## src/rtl/game_master.sv

```systemverilog
// Master-board (P1) bingo controller: owns the P1 map/marks, sequences the two-board game protocol.
// Latency: one send strobe on the cycle after the triggering event; P1_CHECK adds one cycle after a P1 guess.
// Backpressure: every SEND_* state holds transmit high until inter_ready, and no other input is consumed meanwhile.
`ifndef STATE_TURN
`define STATE_TURN 3'd1
`endif
`ifndef SEL_NUM
`define SEL_NUM 3'd2
`endif
`ifndef STATE_WIN
`define STATE_WIN 3'd3
`endif

module game_master #(
    parameter int WIN_LINES = 1
) (
    input  logic         clk,
    input  logic         rst,
    input  logic         interboard_rst,
    input  logic         start_pulse,
    input  logic [7:0]   cur_number_BCD,
    input  logic         enter_pulse,
    input  logic         inter_ready,
    input  logic         interboard_en,
    input  logic [2:0]   interboard_msg_type,
    input  logic [4:0]   interboard_number,
    output logic         transmit,
    output logic         ctrl_en,
    output logic [2:0]   ctrl_msg_type,
    output logic [4:0]   ctrl_number,
    output logic [124:0] map,
    output logic [24:0]  circle,
    output logic [1:0]   game_result
);

    typedef enum logic [3:0] {
        IDLE,
        SEND_INIT,
        P1_SEL,
        SEND_SEL_DONE,
        WAIT_P2_SEL,
        P1_GUESS,
        P1_CHECK,
        SEND_GUESS,
        SEND_WIN,
        WAIT_P2_GUESS,
        FIN,
        SEND_RESTART
    } state_t;

    state_t     state;
    logic [4:0] sel_cnt;
    logic [4:0] guess_num;

    logic [3:0] tens;
    logic [3:0] ones;
    logic [6:0] entry_n;
    logic [4:0] entry_num;
    logic       entry_ok;
    logic       entry_hit;
    logic [4:0] entry_pos;
    logic       rx_ok;
    logic       rx_hit;
    logic [4:0] rx_pos;
    logic [11:0] line_done;
    logic [3:0] line_cnt;
    logic       i_win;

    assign tens      = cur_number_BCD[7:4];
    assign ones      = cur_number_BCD[3:0];
    assign entry_n   = {3'b000, tens} * 7'd10 + {3'b000, ones};
    assign entry_num = entry_n[4:0];
    assign entry_ok  = (tens <= 4'd9) && (ones <= 4'd9) && (entry_n != 7'd0) && (entry_n <= 7'd25);
    assign rx_ok     = (interboard_number != 5'd0) && (interboard_number <= 5'd25);

    // Unfilled slots hold 0, which never matches a valid number (1..25).
    always_comb begin
        entry_hit = 1'b0;
        entry_pos = 5'd0;
        rx_hit    = 1'b0;
        rx_pos    = 5'd0;
        for (int p = 0; p < 25; p++) begin
            if (map[5*p +: 5] == entry_num) begin
                entry_hit = 1'b1;
                entry_pos = 5'(p);
            end
            if (map[5*p +: 5] == interboard_number) begin
                rx_hit = 1'b1;
                rx_pos = 5'(p);
            end
        end
    end

    always_comb begin
        line_done = '0;
        for (int r = 0; r < 5; r++) begin
            line_done[r] = &circle[5*r +: 5];
        end
        for (int c = 0; c < 5; c++) begin
            line_done[5+c] = 1'b1;
            for (int r = 0; r < 5; r++) begin
                line_done[5+c] = line_done[5+c] & circle[5*r+c];
            end
        end
        line_done[10] = 1'b1;
        line_done[11] = 1'b1;
        for (int i = 0; i < 5; i++) begin
            line_done[10] = line_done[10] & circle[6*i];
            line_done[11] = line_done[11] & circle[4*i+4];
        end
        line_cnt = 4'd0;
        for (int i = 0; i < 12; i++) begin
            line_cnt = line_cnt + {3'b000, line_done[i]};
        end
    end

    assign i_win = (32'(line_cnt) >= WIN_LINES);

    task automatic start_send(input logic [2:0] msg_type, input logic [4:0] number);
        ctrl_en       <= 1'b1;
        transmit      <= 1'b1;
        ctrl_msg_type <= msg_type;
        ctrl_number   <= number;
    endtask

    always_ff @(posedge clk) begin
        if (rst || interboard_rst) begin
            state         <= IDLE;
            sel_cnt       <= 5'd0;
            guess_num     <= 5'd0;
            map           <= '0;
            circle        <= '0;
            game_result   <= 2'd0;
            transmit      <= 1'b0;
            ctrl_en       <= 1'b0;
            ctrl_msg_type <= 3'h7;
            ctrl_number   <= 5'd0;
        end else begin
            ctrl_en <= 1'b0;
            case (state)
                IDLE: begin
                    if (start_pulse) begin
                        state <= SEND_INIT;
                        start_send(`STATE_TURN, 5'd0);
                    end
                end
                SEND_INIT: begin
                    if (inter_ready) begin
                        transmit <= 1'b0;
                        state    <= P1_SEL;
                    end
                end
                P1_SEL: begin
                    if (enter_pulse && entry_ok && !entry_hit) begin
                        map[5*sel_cnt +: 5] <= entry_num;
                        sel_cnt             <= sel_cnt + 5'd1;
                        if (sel_cnt == 5'd24) begin
                            state <= SEND_SEL_DONE;
                            start_send(`STATE_TURN, 5'd0);
                        end
                    end
                end
                SEND_SEL_DONE: begin
                    if (inter_ready) begin
                        transmit <= 1'b0;
                        state    <= WAIT_P2_SEL;
                    end
                end
                WAIT_P2_SEL: begin
                    if (interboard_en && interboard_msg_type == `STATE_TURN) begin
                        state <= P1_GUESS;
                    end
                end
                P1_GUESS: begin
                    if (i_win) begin
                        state <= SEND_WIN;
                        start_send(`STATE_WIN, 5'd0);
                    end else if (enter_pulse && entry_ok && entry_hit && !circle[entry_pos]) begin
                        circle[entry_pos] <= 1'b1;
                        guess_num         <= entry_num;
                        state             <= P1_CHECK;
                    end
                end
                P1_CHECK: begin
                    if (i_win) begin
                        state <= SEND_WIN;
                        start_send(`STATE_WIN, 5'd0);
                    end else begin
                        state <= SEND_GUESS;
                        start_send(`SEL_NUM, guess_num);
                    end
                end
                SEND_GUESS: begin
                    if (inter_ready) begin
                        transmit <= 1'b0;
                        state    <= WAIT_P2_GUESS;
                    end
                end
                SEND_WIN: begin
                    if (inter_ready) begin
                        transmit    <= 1'b0;
                        game_result <= 2'd1;
                        state       <= FIN;
                    end
                end
                WAIT_P2_GUESS: begin
                    if (interboard_en) begin
                        if (interboard_msg_type == `SEL_NUM && rx_ok) begin
                            if (rx_hit) begin
                                circle[rx_pos] <= 1'b1;
                            end
                            state <= P1_GUESS;
                        end else if (interboard_msg_type == `STATE_WIN) begin
                            game_result <= 2'd2;
                            state       <= FIN;
                        end
                    end
                end
                FIN: begin
                    if (start_pulse) begin
                        map         <= '0;
                        circle      <= '0;
                        sel_cnt     <= 5'd0;
                        game_result <= 2'd0;
                        state       <= SEND_RESTART;
                        start_send(`STATE_TURN, 5'd0);
                    end
                end
                SEND_RESTART: begin
                    if (inter_ready) begin
                        transmit <= 1'b0;
                        state    <= IDLE;
                    end
                end
                default: state <= IDLE;
            endcase
        end
    end

endmodule
```

## config.mk

```make
export PLATFORM = sky130hd
export DESIGN_NAME = game_master
export DESIGN_NICKNAME = d
export VERILOG_FILES = /design/src/rtl/game_master.sv
export SDC_FILE = /design/constraint.sdc
export NUM_CORES = 1
export LEC_CHECK = 0
export CAP_MARGIN = 20
export CORE_ASPECT_RATIO = 1.2
export CORE_MARGIN = 3
export CORE_UTILIZATION = 35
export CTS_CLUSTER_DIAMETER = 100
export DETAILED_ROUTE_END_ITERATION = 10
export SYNTH_ARGS = -nofsm -noshare
export SYNTH_HDL_FRONTEND = slang
export SYNTH_SLANG_ARGS = --single-unit
export TNS_END_PERCENT = 5
```

## constraint.sdc

```tcl
create_clock -name clk -period 11.6 [get_ports clk]
set_clock_uncertainty 0.05 [all_clocks]
set_input_delay 1.74 -clock clk [delete_from_list [all_inputs] [get_ports clk]]
set_output_delay 1.74 -clock clk [all_outputs]
set_load 0.01 [all_outputs]
```

==> impl_summary.txt, run 1 <==
----------------------------------------------------
[Cells and area]
  Synth-to-layout area growth ... 20.8%
  Antenna Cells ... 0
  Net count, final ... 1759
  Share of post-route cells with drive strength above 1 ... 8.23%
  Number of fill cells in the layout ... between 3000 and 4000
  Non-Filler Instances ... roughly 2200
  Finished layout cell area ... 15500 µm²

[Die]
  Chip width ... 181 µm
  Effective utilization at floorplan ... 35.5%
  I/O pin count ... approximately 190
  Die extent in y ... 216 µm
  Total core area ... between 30000 and 40000 µm²
  Area enclosed by the die boundary ... slightly below 40000 µm²
  Number of rows created at floorplan ... between 70 and 80

[Synth]
  Area of the mapped netlist ... 12800 µm²
  Count of cell types in the netlist ... 99
  Ranking of synthesized cells by instance count ... nor2_1 (182), dfxtp_1 (176), nand2_1 (147)
  Post-synth EDFFs ... 0
  Post-synthesis async set-or-reset flop share ... 0%
  Mean area per synthesized cell ... around 8.1 µm²
  Synth Flop Type ... dfxtp_1
  Sequential fraction of the synthesis area ... between 20% and 30%
  Proportion of netlist area held by the largest area contributor ... between 20% and 30%
  Dominant cells by area after synthesis ... dfxtp_1 (28%), xnor2_1 (9.2%), xor2_1 (6.7%), nor2_1 (5.3%), nand3_1 (4.5%)
  Gate count after technology mapping ... 1584
  Register bit total from synthesis ... 176
  Cell with the most instances after synthesis ... nor2_1
  Net count after synthesis ... 1630
  Largest area contributor in the netlist ... dfxtp_1
  Count of synthesis-stage warnings from yosys ... 0

[Clocking]
  Post-cts repair resize count ... 0
  Number of buffers between clock root and the deepest sink ... 2
  Buffer type at the clock tree root ... clkbuf_16
  CTS Hold Buffers Added ... 0
  Worst-Skew Late Latency ... 460 ps
  Post-CTS clock slew at the launch and capture registers of the worst setup and hold paths ... 80 ps
  TritonCTS clock tree ... yes
  Post-CTS Setup Inserts ... 0
  H-Tree Depth ... 4
  Num CTS Buffers ... 17
  Clock sink total ... around 180

[Critical path]
  Ordered cell list for the critical path ... clkdlybuf4s50_1 > ha_1 > ha_1 > nand3_2 > and2_4 > xnor2_2 > buf_4 > mux2_2 > nor4b_2 > nand4_1 > nor4_2 > buf_4 > nor2_1 > nor2_1 > nand3_1 > nand3_1 > a21oi_1
  Classification of the worst setup path ... in2reg
  Maximum single-stage delay on the critical path ... 660 ps
  Cells on worst reg2reg path ... 18
  Required time of the critical path ... 11860 ps
  Kind of capture point of the worst setup path ... flip-flop
  Largest delay share family, worst path ... simple AND/OR/NAND/NOR gates
  Arrival time at the worst endpoint ... about 8000 ps
  Setup crit start kind ... input port
  Crit. path cell count ... 17
  Cell with the largest stage delay on the worst path ... ha_1
  Worst path buffer plus inverter count ... 3
  Worst-path maximum fanout ... 20

[Placed design]
  Routability-driven placement congestion ratio ... slightly below 1
  Post-Place Setup Slack ... 3750 ps
  Post-detailed-placement cell area ... 14900 µm²
  Cell count after placement ... around 2200
  Detailed Place HPWL ... approximately 39000 µm
  Quantity of I/O buffers inserted on ports ... 184

[STA]
  Final-report setup violation count ... 0
  Setup TNS ... 0 ps
  Slew headroom ... approximately 30%
  RSZ-0062 raised after global routing ... no
  Number of hold-slack violations in the final timing report ... 0
  Highest achievable clock rate ... 0.133 GHz
  Actual transition at the worst max-transition pin ... 1060 ps
  Number of pins with negative max-slew slack in the final report ... 0
  Final worst setup slack ... a little over 4000 ps
  Min cycle time layout ... 7530 ps
  Period utilization ... 64.9%

[Route]
  Number of design-rule violations left by the first detailed-router iteration ... approximately 1400
  DRC ... 0
  WL final ... 53800 µm
  Via count ... 13000
  Detail Route Antenna Nets ... 0
  Avg Vias per Cell ... roughly 5.9
  Drt wl/cell ... 24.5 µm
  DR pass1 iterations ... 8

[Global route]
  Number of antenna violations at the first check in global routing ... 1
  Congestion Overflow GR ... 0
  Wire length of the first global-routing pass ... ~79000 µm
  Overall track demand over capacity in global routing ... 26.6%
  Number of global-route vias before repair ... 12400
  Largest net degree at the start of global routing ... 76

[Power]
  Worst vdd rail ir drop ... just under 0.09 mV
  Pwr/cell area ... 106 nW/µm²
  Leakage power figure ... 5.25 nW

[Worst hold path]
  Class of the worst hold path ... reg2reg
  Worst Hold Path Cells ... 2

[Outcome]
  Result of the run ... completed

[Run]
  Max capacitance violation total ... 0

----------------------------------------------------
power breakdown:
| part | total (W) | switching (W) | internal (W) | leakage, nW |
|---|---|---|---|---|
| combinational | 0.000425 | 0.000275 | 0.000150 | 3.54 |
| clock | 0.000609 | 0.000295 | 0.000315 | 0.294 |
| sequential | 0.000606 | 0.00000175 | 0.000605 | 1.42 |
| total | 0.00164 | 0.000571 | 0.00107 | 5.25 |
worst paths after layout:
check        slack, ps          endpoint         startpoint
max               4070           map[86]  cur_number_BCD[6]
min                400  ctrl_msg_type[2]   ctrl_msg_type[2]
min reg2reg        400  ctrl_msg_type[2]   ctrl_msg_type[2]
max reg2reg       5620    ctrl_number[3]          circle[6]
logic make-up (layout without fill, tap and decap cells):
family,Yosys count,after routing,share of synthesized area [%]
and+or+nand+nor,659,659,25.5
AOI/OAI and AO/OA,331,331,17.7
xor gates and xnor gates,256,256,20.0
DFF,176,176,27.5
buffers and inverters,118,260,4.61
adders and majority gates,23,23,2.77
muxes,21,21,1.90
per-stage QoR:
step | power (W) | hold WS, ps | utilization (%)
2_1_floorplan | 0.000932 | 404 | -
3_5_place_dp | 0.00104 | 391 | 41.3
6_report | 0.00164 | 396 | 42.9
3_3_place_gp | 0.00103 | 391 | 41.3
5_1_grt | 0.00170 | 419 | 42.9
4_1_cts | 0.00164 | 404 | 42.9
layout make-up:
type	instances	area [µm²]	share of cell area (%)
clock buffers	18	439	2.84
clock inverters	14	158	1.02
inverters	23	86.3	0.558
multi-input cells	1290	8710	56.3
flip-flops and latches	176	3520	22.8
well taps	468	586	3.78
repair buffers	205	1970	12.7
layout by cell type, fill, tap and decap left out, types with 8 or more instances in the layout:
cell	n
mux2_2	11
o21ai_2	17
and3_1	24
xor2_1	98
ha_1	13
xnor3_1	17
buf_4	20
a21oi_1	108
xnor2_1	133
a22oi_1	35
a32oi_1	14
nor2_1	182
inv_1	22
nand4_1	22
fa_1	8
dfxtp_1	176
clkdlybuf4s50_1	178
nor4_1	25
o211ai_1	23
nor2b_1	11
nor3_1	59
and2_1	10
nand2b_1	8
nand3_1	114
a31oi_1	40
clkbuf_16	17
nand2_1	146
o21ai_0	28
state kept, by name (all words and copies together), names as in the netlist:
register and flops:
state 4, game_result 2, ctrl_en 1, sel_cnt 5, ctrl_number 5, transmit 1, guess_num 5, circle 25
ctrl_msg_type 3, map 125
per-layer routing:
| metal | global-route usage, % | routed length (µm) | vias up |
|---|---|---|---|
| li1 | - | - | 5939 |
| met1 | 32.9 | 21700 | 6302 |
| met2 | 45.1 | 25700 | 599 |
| met3 | 4.15 | 3480 | 130 |
| met4 | 13.2 | 2820 | 2 |
| met5 | 0 | 12 | - |
worst min-delay path, stage by stage, from the launching register on:
cell     delay [ps]
dfxtp_1         320
nand2_1          50
nand2_1          40
(Power assumes the default switching activity.)
==> run 2, diff against run 1 <==
==> constraint.sdc (replaced) <==
create_clock -name clk -period 6.95 [get_ports clk]
set_clock_uncertainty 0.05 [all_clocks]
set_input_delay 1.0425 -clock clk [delete_from_list [all_inputs] [get_ports clk]]
set_output_delay 1.0425 -clock clk [all_outputs]
set_load 0.01 [all_outputs]
==> run 2 against run 1 <==
Net effect: setup slack got worse by 3100 ps; worst hold slack worse by 2.5 ps; total power is 65% higher; critical endpoint is now circle[1]; largest cell class unchanged.
==> impl_summary.txt, run 2 (synthesized netlist as in run 1, its figures left out) <==
----------------------------------------------------
[Global route]
  Wire length of the first global-routing pass ... 80800 µm (+1.8%)
  Overall track demand over capacity in global routing ... 27.1% (+0.55 points)
  Number of global-route vias before repair ... 12500 (+0.61%)
  Largest net degree at the start of global routing ... 100 (+32%)
  Congestion Overflow GR ... 0 (unchanged)
  Number of antenna violations at the first check in global routing ... 0 (-1)

[Critical path]
  R2r endpoint ... ctrl_number[3]
  Setup crit start kind ... input port
  Classification of the worst setup path ... in2reg
  Worst-path maximum fanout ... 24 (+20%)
  Arrival time at the worst endpoint ... 6300 ps (-1490 ps)
  Required time of the critical path ... 7240 ps (-4620 ps)
  Kind of capture point of the worst setup path ... flip-flop
  Critical R2R Launch ... circle[16]
  Cells on worst reg2reg path ... 18 (unchanged)
  Worst reg-to-reg setup slack ... 1020 ps (-4600 ps)

[STA]
  Number of hold-slack violations in the final timing report ... 0 (unchanged)
  Period utilization ... 86.5%
  RSZ-0062 raised after global routing ... no
  Final-report setup violation count ... 0 (unchanged)
  Actual transition at the worst max-transition pin ... 1140 ps (+74.5 ps)
  Slew headroom ... 23.5% (-5.7 points)
  Min cycle time layout ... between 6000 and 7000 ps
  Highest achievable clock rate ... 0.166 GHz
  Number of pins with negative max-slew slack in the final report ... 0 (unchanged)
  Setup TNS ... 0 ps (unchanged)

[Clocking]
  CTS Hold Buffers Added ... 0 (unchanged)
  H-Tree Depth ... 4 (unchanged)
  Number of buffers between clock root and the deepest sink ... 2 (unchanged)
  Num CTS Buffers ... 17 (unchanged)
  Post-cts repair resize count ... 0 (unchanged)
  Post-CTS clock slew at the launch and capture registers of the worst setup and hold paths ... 70 ps (about the same)
  Buffer type at the clock tree root ... clkbuf_16
  TritonCTS clock tree ... yes
  Post-CTS Setup Inserts ... 0 (unchanged)
  Clock sink total ... 176 (unchanged)
  Worst-Skew Late Latency ... 460 ps (about the same)

[Cells and area]
  Synth-to-layout area growth ... 22.3%
  Largest register FFs ... 125 (unchanged)
  Regs by FF count ... map (125), circle (25)
  Highest-count cells in the layout ignoring fill and taps ... nor2_1 (182), clkdlybuf4s50_1 (178), dfxtp_1 (176)
  Net count, final ... 1785 (+1.5%)
  Antenna Cells ... 0 (unchanged)
  Register ranked first by flip-flop count ... map
  Share of post-route cells with drive strength above 1 ... 9.42% (+1.2 points)
  Leading cell type in the layout, fill and taps excluded ... nor2_1

[Die]
  I/O pin count ... 185 (unchanged)
  Area enclosed by the die boundary ... 38900 µm² (unchanged)
  Total core area ... 36000 µm² (unchanged)
  Effective utilization at floorplan ... 35.5% (unchanged)
  Die extent in y ... 216 µm (unchanged)
  Chip width ... 181 µm (unchanged)
  Number of rows created at floorplan ... 76 (unchanged)

[Placed design]
  Detailed Place HPWL ... 41700 µm (+5.5%)
  Quantity of I/O buffers inserted on ports ... 184 (unchanged)
  Routability-driven placement congestion ratio ... 0.966 (-1.5%)

[Worst hold path]
  Worst Hold Path Cells ... 2 (unchanged)
  Launch point of the worst hold path ... ctrl_msg_type[2]
  Class of the worst hold path ... reg2reg
  Hold Crit Endpoint ... ctrl_msg_type[2]

[Route]
  Highest metal layer with signal wires ... met4
  Detail Route Antenna Nets ... 0 (unchanged)
  DR pass1 iterations ... 7 (-1)
  DRT met1 WL ... 21900 µm (+0.58%)
  Avg Vias per Cell ... 5.92 (+0.21%)
  Detail Route met2 WL ... 26600 µm (+3.3%)
  Drt wl/cell ... 24.8 µm (+1.1%)
  DRC ... 0 (unchanged)
  Via count ... 13200 (+1.4%)
  Number of design-rule violations left by the first detailed-router iteration ... 1477 (+6.7%)
  WL final ... 55000 µm (+2.3%)
  Routed length on met3 ... 3640 µm (+4.7%)

[Power]
  Pwr/cell area ... 173 nW/µm² (+63%)
  Total power of the final layout ... 0.00271 W (+65%)
  Worst vdd rail ir drop ... 0.142 mV (+63%)
  Leakage power figure ... 5.36 nW (+2.1%)

[Outcome]
  Result of the run ... completed

[Run]
  Max capacitance violation total ... 0 (unchanged)

----------------------------------------------------
## run 2: cell count changes in the layout (fill, tap and decap cells not counted), moves of 3 or more
cell	previous run	this run
buf_12	0	3
buf_4	20	43
clkinv_4	1	4
inv_8	6	1
## run 2: layout make-up
cell class / count / area, µm²
tap: 468 / 586
clock buffer: 19 / 433
multi-input combinational: 1290 / 8710
inverter: 23 / 86.3
sequential: 176 / 3520
fill: 3630 / 20400
clock inverter: 13 / 105
timing repair buffer: 231 / 2220
## run 2: routing by layer
layer / up-vias / GRT usage (%)
li1: 5977 / -
met4: 0 / 14.1
met5: - / 0
met2: 702 / 46.0
met1: 6310 / 33.6
met3: 164 / 3.73
## run 2: metrics by stage
| step | setup slack [ps] | utilization (%) | hold slack [ps] | cell area, µm² | instances |
|---|---|---|---|---|---|
| 2_1_floorplan | 1660 | - | 404 | 12800 | 1584 |
| 3_3_place_gp | 638 | 41.9 | 383 | 15100 | 2187 |
| 3_5_place_dp | 593 | 41.9 | 387 | 15100 | 2187 |
| 4_1_cts | 1000 | 43.4 | 399 | 15600 | 2219 |
| 5_1_grt | 717 | 43.5 | 413 | 15700 | 2220 |
| 6_report | 939 | 43.5 | 394 | 15700 | 2220 |
## run 2: how the worst max path moves through the flow
stage | cells after the start | from | to | slack [ps]
final | 18 | cur_number_BCD[6] | circle[1] | 940
after global routing | 18 | circle[16] | ctrl_number[4] | 720
after CTS | 18 | cur_number_BCD[6] | circle[1] | 1000
after detailed placement | 18 | cur_number_BCD[6] | circle[13] | 590
after global placement | 18 | cur_number_BCD[6] | circle[13] | 640
after floorplan | 19 | circle[0] | ctrl_number[0] | 1660
## run 2: critical path, cell delays in order
cell,delay (ps)
clkdlybuf4s50_1,540
ha_1,260
ha_1,360
buf_4,220
a21oi_4,180
and2_4,380
xnor3_1,210
nor4_1,60
buf_4,150
nor4_1,900
nand2_1,410
o32ai_1,460
o2111ai_1,170
o2111a_1,180
and4_4,220
a31oi_4,200
buf_12,220
o21ai_0,110
## run 2: power breakdown
group / leakage [nW] / switching (W) / total, W / internal (W)
Clock: 0.256 / 0.000469 / 0.000933 / 0.000464
Combinational: 3.69 / 0.000484 / 0.000760 / 0.000276
Sequential: 1.42 / 0.00000297 / 0.00101 / 0.00101
Total: 5.36 / 0.000956 / 0.00271 / 0.00175
==> run 3, diff against run 2 <==
==> constraint.sdc (replaced) <==
create_clock -name clk -period 6.95 [get_ports clk]
set_clock_uncertainty 0.05 [all_clocks]
set_input_delay 1.39 -clock clk [delete_from_list [all_inputs] [get_ports clk]]
set_output_delay 1.39 -clock clk [all_outputs]
set_load 0.01 [all_outputs]
==> run 3 against run 2 <==
Net effect: sequential cell count did not move; sequential power is essentially flat; fmax is 3.7% lower; worst hold slack worse by 0.96 ps; setup slack lost 230 ps; critical endpoint is now map[89].
==> impl_summary.txt, run 3 (synthesized netlist as in run 1, its figures left out) <==
----------------------------------------------------
[Route]
  Drt wl/cell ... 24.6 µm (-0.73%)
  DR pass1 iterations ... 5 (-2)
  WL final ... 54900 µm (-0.33%)
  Number of design-rule violations left by the first detailed-router iteration ... 1276 (-14%)
  DRC ... 0 (unchanged)
  Avg Vias per Cell ... 5.88 (-0.74%)
  Detail Route Antenna Nets ... 0 (unchanged)
  Via count ... 13100 (-0.34%)

[Global route]
  Number of global-route vias before repair ... 12700 (+2.3%)
  Largest net degree at the start of global routing ... 67 (-33%)
  Overall track demand over capacity in global routing ... 27.3% (+0.18 points)
  Wire length of the first global-routing pass ... 81300 µm (+0.63%)
  Number of antenna violations at the first check in global routing ... 0 (unchanged)
  Congestion Overflow GR ... 0 (unchanged)

[Power]
  Part of the total power dissipated in sequential elements ... 35.7% (-1.7 points)
  Total power of the final layout ... 0.00283 W (+4.8%)
  Clock network fraction of total power ... 37.6% (+3.1 points)
  Leakage power figure ... 5.44 nW (+1.5%)
  Pwr/cell area ... 180 nW/µm² (+4.0%)
  Worst vdd rail ir drop ... 0.150 mV (+5.4%)
  Switching part of the total ... 33.8% (-1.5 points)
  Combinational share of power ... 26.7% (-1.4 points)
  Switching power total ... 0.000959 W (+0.31%)
  Total internal power ... 0.00188 W (+7.2%)

[Die]
  Area enclosed by the die boundary ... 38900 µm² (unchanged)
  Effective utilization at floorplan ... 35.5% (unchanged)
  I/O pin count ... 185 (unchanged)
  Total core area ... 36000 µm² (unchanged)
  Die extent in y ... 216 µm (unchanged)
  Chip width ... 181 µm (unchanged)
  Number of rows created at floorplan ... 76 (unchanged)

[STA]
  Actual transition at the worst max-transition pin ... 971 ps (-166 ps)
  Number of hold-slack violations in the final timing report ... 0 (unchanged)
  Setup TNS ... 0 ps (unchanged)
  Period utilization ... 89.8% (+3.4 points)
  RSZ-0062 raised after global routing ... no
  Min cycle time layout ... 6240 ps (+233 ps)
  Highest achievable clock rate ... 0.160 GHz (-3.7%)
  Final-report setup violation count ... 0 (unchanged)
  Number of pins with negative max-slew slack in the final report ... 0 (unchanged)
  Slew headroom ... 34.8% (+11 points)
  Hold_ws ... 393 ps (-0.959 ps)

[Run]
  Max capacitance violation total ... 0 (unchanged)

[Clocking]
  Num CTS Buffers ... 17 (unchanged)
  Buffer type at the clock tree root ... clkbuf_16
  Post-CTS Setup Inserts ... 0 (unchanged)
  H-Tree Depth ... 4 (unchanged)
  TritonCTS clock tree ... yes
  Clock sink total ... 176 (unchanged)
  Post-CTS clock slew at the launch and capture registers of the worst setup and hold paths ... 70 ps (about the same)
  Post-cts repair resize count ... 0 (unchanged)
  Number of buffers between clock root and the deepest sink ... 2 (unchanged)
  Worst-Skew Late Latency ... 460 ps (about the same)
  CTS Hold Buffers Added ... 0 (unchanged)

[Critical path]
  Kind of capture point of the worst setup path ... flip-flop
  Setup crit start kind ... input port
  Worst-path maximum fanout ... 11 (-54%)
  Required time of the critical path ... 7280 ps (+40 ps)
  Arrival time at the worst endpoint ... 6570 ps (+270 ps)
  Classification of the worst setup path ... in2reg

[Cells and area]
  Share of post-route cells with drive strength above 1 ... 9.89% (+0.47 points)
  Highest-count cells in the layout ignoring fill and taps ... nor2_1 (182), clkdlybuf4s50_1 (178), dfxtp_1 (176)
  Register ranked first by flip-flop count ... map
  Synth-to-layout area growth ... 23.2%
  Largest register FFs ... 125 (unchanged)
  Finished layout cell area ... 15800 µm² (+0.77%)
  Regs by FF count ... map (125), circle (25)
  Leading cell type in the layout, fill and taps excluded ... nor2_1
  Finished Core Util ... 43.8% (+0.33 points)
  Net count, final ... 1793 (+0.45%)

[Placed design]
  Detailed Place HPWL ... 41700 µm (+0.13%)
  Routability-driven placement congestion ratio ... 0.968 (+0.22%)
  Quantity of I/O buffers inserted on ports ... 184 (unchanged)
  Post-detailed-placement cell area ... 15200 µm² (+0.40%)

[Outcome]
  Result of the run ... completed

[Worst hold path]
  Class of the worst hold path ... reg2reg

----------------------------------------------------
[run 3: per-layer routing]
metal	global-route usage (%)	vias to the layer above	part of all wire (%)
met1	33.6	6362	40
met5	0	-	0
met2	46.0	608	48
met3	4.28	136	6.2
met4	14.6	0	5.3
li1	-	6002	-
[run 3: layout make-up]
cell class	instances	area [µm²]
clock inverter	13	175
multi-input combinational	1290	8710
inverter	23	86.3
clock buffer	19	443
antenna	1	2.50
timing repair buffer	239	2260
fill	3666	20300
sequential	176	3520
tap	468	586
[run 3: final timing paths]
check	from	end	slack [ps]	cells past startpoint
worst max-delay path	cur_number_BCD[6]	map[89]	710	20
worst min register to register	ctrl_msg_type[2]	ctrl_msg_type[2]	390	2
worst max register to register	circle[16]	ctrl_number[3]	1040	18
worst min-delay path	ctrl_msg_type[2]	ctrl_msg_type[2]	390	2
[run 3: worst max-delay path: stages]
cell and delay [ps]:
clkdlybuf4s50_1 530, ha_1 250, ha_1 340, buf_4 220, xnor2_4 390, buf_4 310
buf_4 210, xnor2_1 150, nor4_1 120, buf_4 180, nor4_1 380, nand4_1 300
nor4_2 400, buf_4 250, or2_1 150, buf_4 160, nand2_1 190, nor2_1 350
nand3_1 120, a21oi_1 180
[run 3: metrics by stage]
stage | worst slack (ps) | instances
detailed placement | 282 | 2195
CTS | 726 | 2227
finish | 706 | 2229
global route | 369 | 2228
floorplan | 1660 | 1584
global placement | 434 | 2195
[run 3: power by group through the flow]
| stage | Sequential (W) | Combinational, W | Clock [W] |
|---|---|---|---|
| after floorplan | 0.00103 | 0.000522 | 0 |
| after global placement | 0.00104 | 0.000737 | 0 |
| after detailed placement | 0.00104 | 0.000742 | 0 |
| after CTS | 0.00101 | 0.000744 | 0.00107 |
| after global routing | 0.00101 | 0.000798 | 0.00111 |
| final | 0.00101 | 0.000756 | 0.00107 |
==> variant 1, RTL diff (config.mk and constraints of run 2) <==
Re-encode `state_t` (12 states) as Gray code, 4 bits wide.
--- a/src/rtl/game_master.sv
+++ b/src/rtl/game_master.sv
@@ -36,14 +36,14 @@
     typedef enum logic [3:0] {
-        IDLE,
-        SEND_INIT,
-        P1_SEL,
-        SEND_SEL_DONE,
-        WAIT_P2_SEL,
-        P1_GUESS,
-        P1_CHECK,
-        SEND_GUESS,
-        SEND_WIN,
-        WAIT_P2_GUESS,
-        FIN,
-        SEND_RESTART
+        IDLE          = 4'b0000,
+        SEND_INIT     = 4'b0001,
+        P1_SEL        = 4'b0011,
+        SEND_SEL_DONE = 4'b0010,
+        WAIT_P2_SEL   = 4'b0110,
+        P1_GUESS      = 4'b0111,
+        P1_CHECK      = 4'b0101,
+        SEND_GUESS    = 4'b0100,
+        SEND_WIN      = 4'b1100,
+        WAIT_P2_GUESS = 4'b1101,
+        FIN           = 4'b1111,
+        SEND_RESTART  = 4'b1110
     } state_t;
Check against the original RTL: no difference found for any inputs over 4 cycles, from zero or initial values; so few cycles prove little.
==> variant 1 against run 2 <==
Wire length shrank 14%. Power is 1.6% lower. Cell area down 3.7%. Worst setup slack got worse by 0.34 ns. Synthesized area decreased by 5.1%. Critical path type unchanged. Die area fell by 5.0%. Sequential cell count did not move. Largest power group unchanged. Global-route usage down 2.1 points. Sequential share of layout area up 0.87 points.
==> variant 1: results (changes against run 2) <==
- Post-DP HPWL: 35510 µm (-15%)
- Share of layout cells above drive strength 1: 0.07084 (-0.02334)
- WL final: 47520 µm (-14%)
- Most frequent cells after synthesis: 176 x dfxtp_1, 159 x nor2_1, 142 x nand2_1
- Main area contributors after synthesis: dfxtp_1 29%, xnor2_1 10%, xor2_1 7.9%
- Initial antenna violation count: 1 (+1)
- Crit path capture: circle[3]$_SDFFE_PP0P_
- Sequential Power Share: 0.382 (+0.008)
- Area of the multi-input gates: 8120 µm² (-6.7%)
- WHS: 0.3937 ns (-0.00008400 ns)
- Detailed Route Iter0 Violations: 1015 (-31%)
- FMAX: 157.4 MHz (-5.4%)
- Placed Cells: 2117 (-3.2%)
- Power per cell area: 176.6 nW/µm² (+2.2%)
- Vias in the first global route: 11874 (-4.7%)
- Nonclk buf count: 228 (-1.3%)
- Total Routing Usage GR: 0.2508 (-0.02053)
- Filler instances: 3456 (-4.8%)
- Clock share of power: 0.365 (+0.020)
- Reg2Reg Setup Slack: 1.31 ns (+0.29 ns)
- Syn nets: 1575 (-3.4%)
- Post-Route Utilization: 0.4413 (+0.006703)
- Seq area share: 0.2337 (+0.008736)
- Slowest stage delay, CP: 0.75 ns (-0.15 ns)
- NonClk Buf Share: 0.1447 (+0.002854)
- P_leak: 5.287 nW (-1.4%)
- Via/cell ratio: 5.735 (-3.2%)
- First-pass GRT wire length: 72030 µm (-11%)
- Final net count: 1728 (-3.2%)
- Hold Crit Endpoint: ctrl_msg_type[2]$_SDFFE_PP1P_
- Non-clk invs: 29 (+26%)
- Multi-In Gates: 1230 (-4.7%)
- DRT Pass-1 Iters: 8 (+1)
- Clk tree area frac: 0.03793 (+0.003575)
- CP Data Arrival Time: 6.61 ns (+0.31 ns)
- Hold/Removal Path Class: reg -> reg
- Critical path's slowest cell: a21oi_1
- Crit path max-delay family: compound AO/OA/AOI/OAI gates
- Worst relative slew slack: 0.2796 (+0.04478)
- Syn avg cell area: 7.945 µm² (-1.7%)
- Largest net degree at the start of global routing: 96 (-4.0%)
- Crit-path max FO: 25 (+4.2%)
- Routed length per instance: 22.10 µm (-11%)
- Setup_tns: 0 ns (unchanged)
- Post-synthesis cell type count: 79 (-20%)
- Int Pwr: 1.808 mW (+3.3%)
- Max VDD drop: 0.0001359 V (-4.5%)
- CLK BUF: 20 (+1)
- R2R depth: 19 (+1)
- GP Congestion: 0.9362 (-3.1%)
- DP Worst Slack: 0.1427 ns (-0.4506 ns)
- Placed inst area: 14490 µm² (-4.1%)
- Status: complete, no violations
- Sequential element share of the synthesized area: 0.2900 (+0.01491)
- Register bit count reported by yosys: 176 (unchanged)
-- variant 1: cell types whose count changed in the layout (fill, tap and decap cells not counted), sizes merged, moves of 13 or more --
cell   delta
nor4     -14
a21oi    -34
a32oi    -13
nor2     -25
o21ai    +16
a22oi    +16
-- variant 1: kinds of logic after synthesis --
| logic type | count (synthesis) | synth area share |
|---|---|---|
| buffers and inverters | 123 | 0.04254 |
| DFF | 176 | 0.2900 |
| xor gates and xnor gates | 265 | 0.2059 |
| and+or+nand+nor | 612 | 0.2441 |
| muxes | 13 | 0.01082 |
| adders and majority gates | 23 | 0.02925 |
| AOI/OAI and AO/OA | 317 | 0.1774 |
-- variant 1: layer usage --
metal / track usage / share of wire
met1: 0.3120 / 0.40
met2: 0.4364 / 0.50
met4: 0.09779 / 0.039
met3: 0.03694 / 0.062
met5: 0 / 0.00027
==> variant 2, RTL diff (settings of run 2) <==
Without the edit above. Compare `sel_cnt` against `5'd24` with >= in place of ==.
--- a/src/rtl/game_master.sv
+++ b/src/rtl/game_master.sv
@@ -156,3 +156,3 @@
                         sel_cnt             <= sel_cnt + 5'd1;
-                        if (sel_cnt == 5'd24) begin
+                        if (sel_cnt >= 5'd24) begin
                             state <= SEND_SEL_DONE;
Function: same outputs for any inputs over 4 cycles, from zero or initial values; that may be too few to reach the edited logic, so the function may still have changed.
==> variant 2 against run 2 <==
Cell area decreased by 0.45%. Synthesized area decreased by 1.7%. Synthesized cell count decreased by 2.5%. Power increased by 3.7%. Wire length decreased by 12%. Sequential cell count unchanged. Sequential share of layout area increased by 0.10 points. Count of clock-buffer cells in the layout unchanged. First-iteration DRC count decreased by 19%. Worst setup slack got worse by 0.81 ns. Critical endpoint is now circle[8]$_SDFFE_PP0P_. Highest routed layer unchanged.
==> variant 2: results (changes against run 2) <==
- Area of the multi-input gates: 8536 µm² (-2.0%)
- Post-DP HPWL: 36170 µm (-13%)
- Syn nets: 1591 (-2.4%)
- Post-synthesis mux area share: 0.01670 (-0.002250)
- Final net count: 1755 (-1.7%)
- GP Congestion: 0.9357 (-3.2%)
- Nonclk buf count: 239 (+3.5%)
- Slowest stage delay, CP: 0.78 ns (-0.12 ns)
- Total Routing Usage GR: 0.2496 (-0.02176)
- Most frequent cells after synthesis: 176 x dfxtp_1, 150 x nand2_1, 138 x xnor2_1
- DRT Pass-1 Iters: 5 (-2)
- NonClk Buf Share: 0.1460 (+0.004087)
- Post-synthesis xor/xnor area fraction: 0.1956 (-0.004806)
- Die width: 179.1 µm (-0.84%)
- Multi-In Gates: 1252 (-2.9%)
- Largest net degree at the start of global routing: 90 (-10%)
- WHS Path Cells: 2 (unchanged)
- Max VDD drop: 0.0001375 V (-3.4%)
- Main area contributors after synthesis: dfxtp_1 28%, xnor2_1 9.6%, xor2_1 6.8%
- Initial antenna violation count: 1 (+1)
- Share of layout cells above drive strength 1: 0.1075 (+0.01332)
- Ys async rst share: 0 (unchanged)
- WL final: 48470 µm (-12%)
- Vias: 12528 (-4.8%)
- Post-Route Utilization: 0.4431 (+0.008501)
- Filler instances: 3484 (-4.0%)
- P_leak: 5.349 nW (-0.20%)
- Seq area share: 0.2260 (+0.001010)
- Placed inst area: 14980 µm² (-0.76%)
- Detailed Route Iter0 Violations: 1194 (-19%)
- Clk tree area frac: 0.03804 (+0.003685)
- Synth Area in Compound Gates: 0.1825 (+0.005811)
- Crit-path max FO: 19 (-21%)
- Status: complete, no violations
- CP Data Arrival Time: 7.09 ns (+0.79 ns)
- RR Startpoint: circle[5]$_SDFFE_PP0P_
- R2R depth: 21 (+3)
[variant 2: cell types whose count changed in the layout (fill, tap and decap cells not counted), moves of 6 or more]
cell,before,now
a21oi_1,108,118
a22oi_1,35,51
a31oi_1,40,22
a32oi_1,14,6
buf_4,43,49
nand2b_1,8,14
nand3_1,114,135
nand4_1,22,8
nor2_1,182,134
nor3_1,59,46
o211ai_1,23,35
xnor3_1,17,9
[variant 2: path summary, 6_finish.rpt]
check / end / slack, ns
worst min register to register: ctrl_msg_type[2]$_SDFFE_PP1P_ / 0.39
worst min-delay path: ctrl_msg_type[2]$_SDFFE_PP1P_ / 0.39
worst max-delay path: circle[8]$_SDFFE_PP0P_ / 0.13
worst max register to register: map[51]$_SDFFE_PP0P_ / 0.43
[variant 2: metrics by stage]
stage                     setup TNS, ns  instances  worst slack, ns
after CTS                             0       2182           0.2990
after global routing                  0       2183          0.01759
after global placement          -0.2480       2150         -0.03434
after detailed placement         -1.142       2151          -0.1277
final                                 0       2183           0.1311
after floorplan                       0       1545           0.9197
[variant 2: where the power goes]
part / leakage (nW) / internal [mW] / switching, mW
Combinational: 3.64 / 0.296 / 0.482
Clock: 0.287 / 0.568 / 0.448
Sequential: 1.42 / 1.01 / 0.00291
[variant 2: per-layer routing]
metal | vias to the layer above | GRT usage | routed length [µm]
met3 | 120 | 0.04782 | 3297
met1 | 5997 | 0.3198 | 20110
li1 | 5847 | - | -
met5 | - | 0 | 0
met2 | 564 | 0.4101 | 22930
met4 | 0 | 0.1091 | 2139
[variant 2: what timing repair did]
action                                 CTS  global route
setup endpoints to repair                0            55
resized for setup                        0             1
endpoints found under the hold margin    0             0
setup buffers                            0             0
[variant 2: worst min-delay path, delay by kind of cell, from the launching register on]
family        cells  cell delay, ns
simple gates      2            0.09
flops             1            0.31
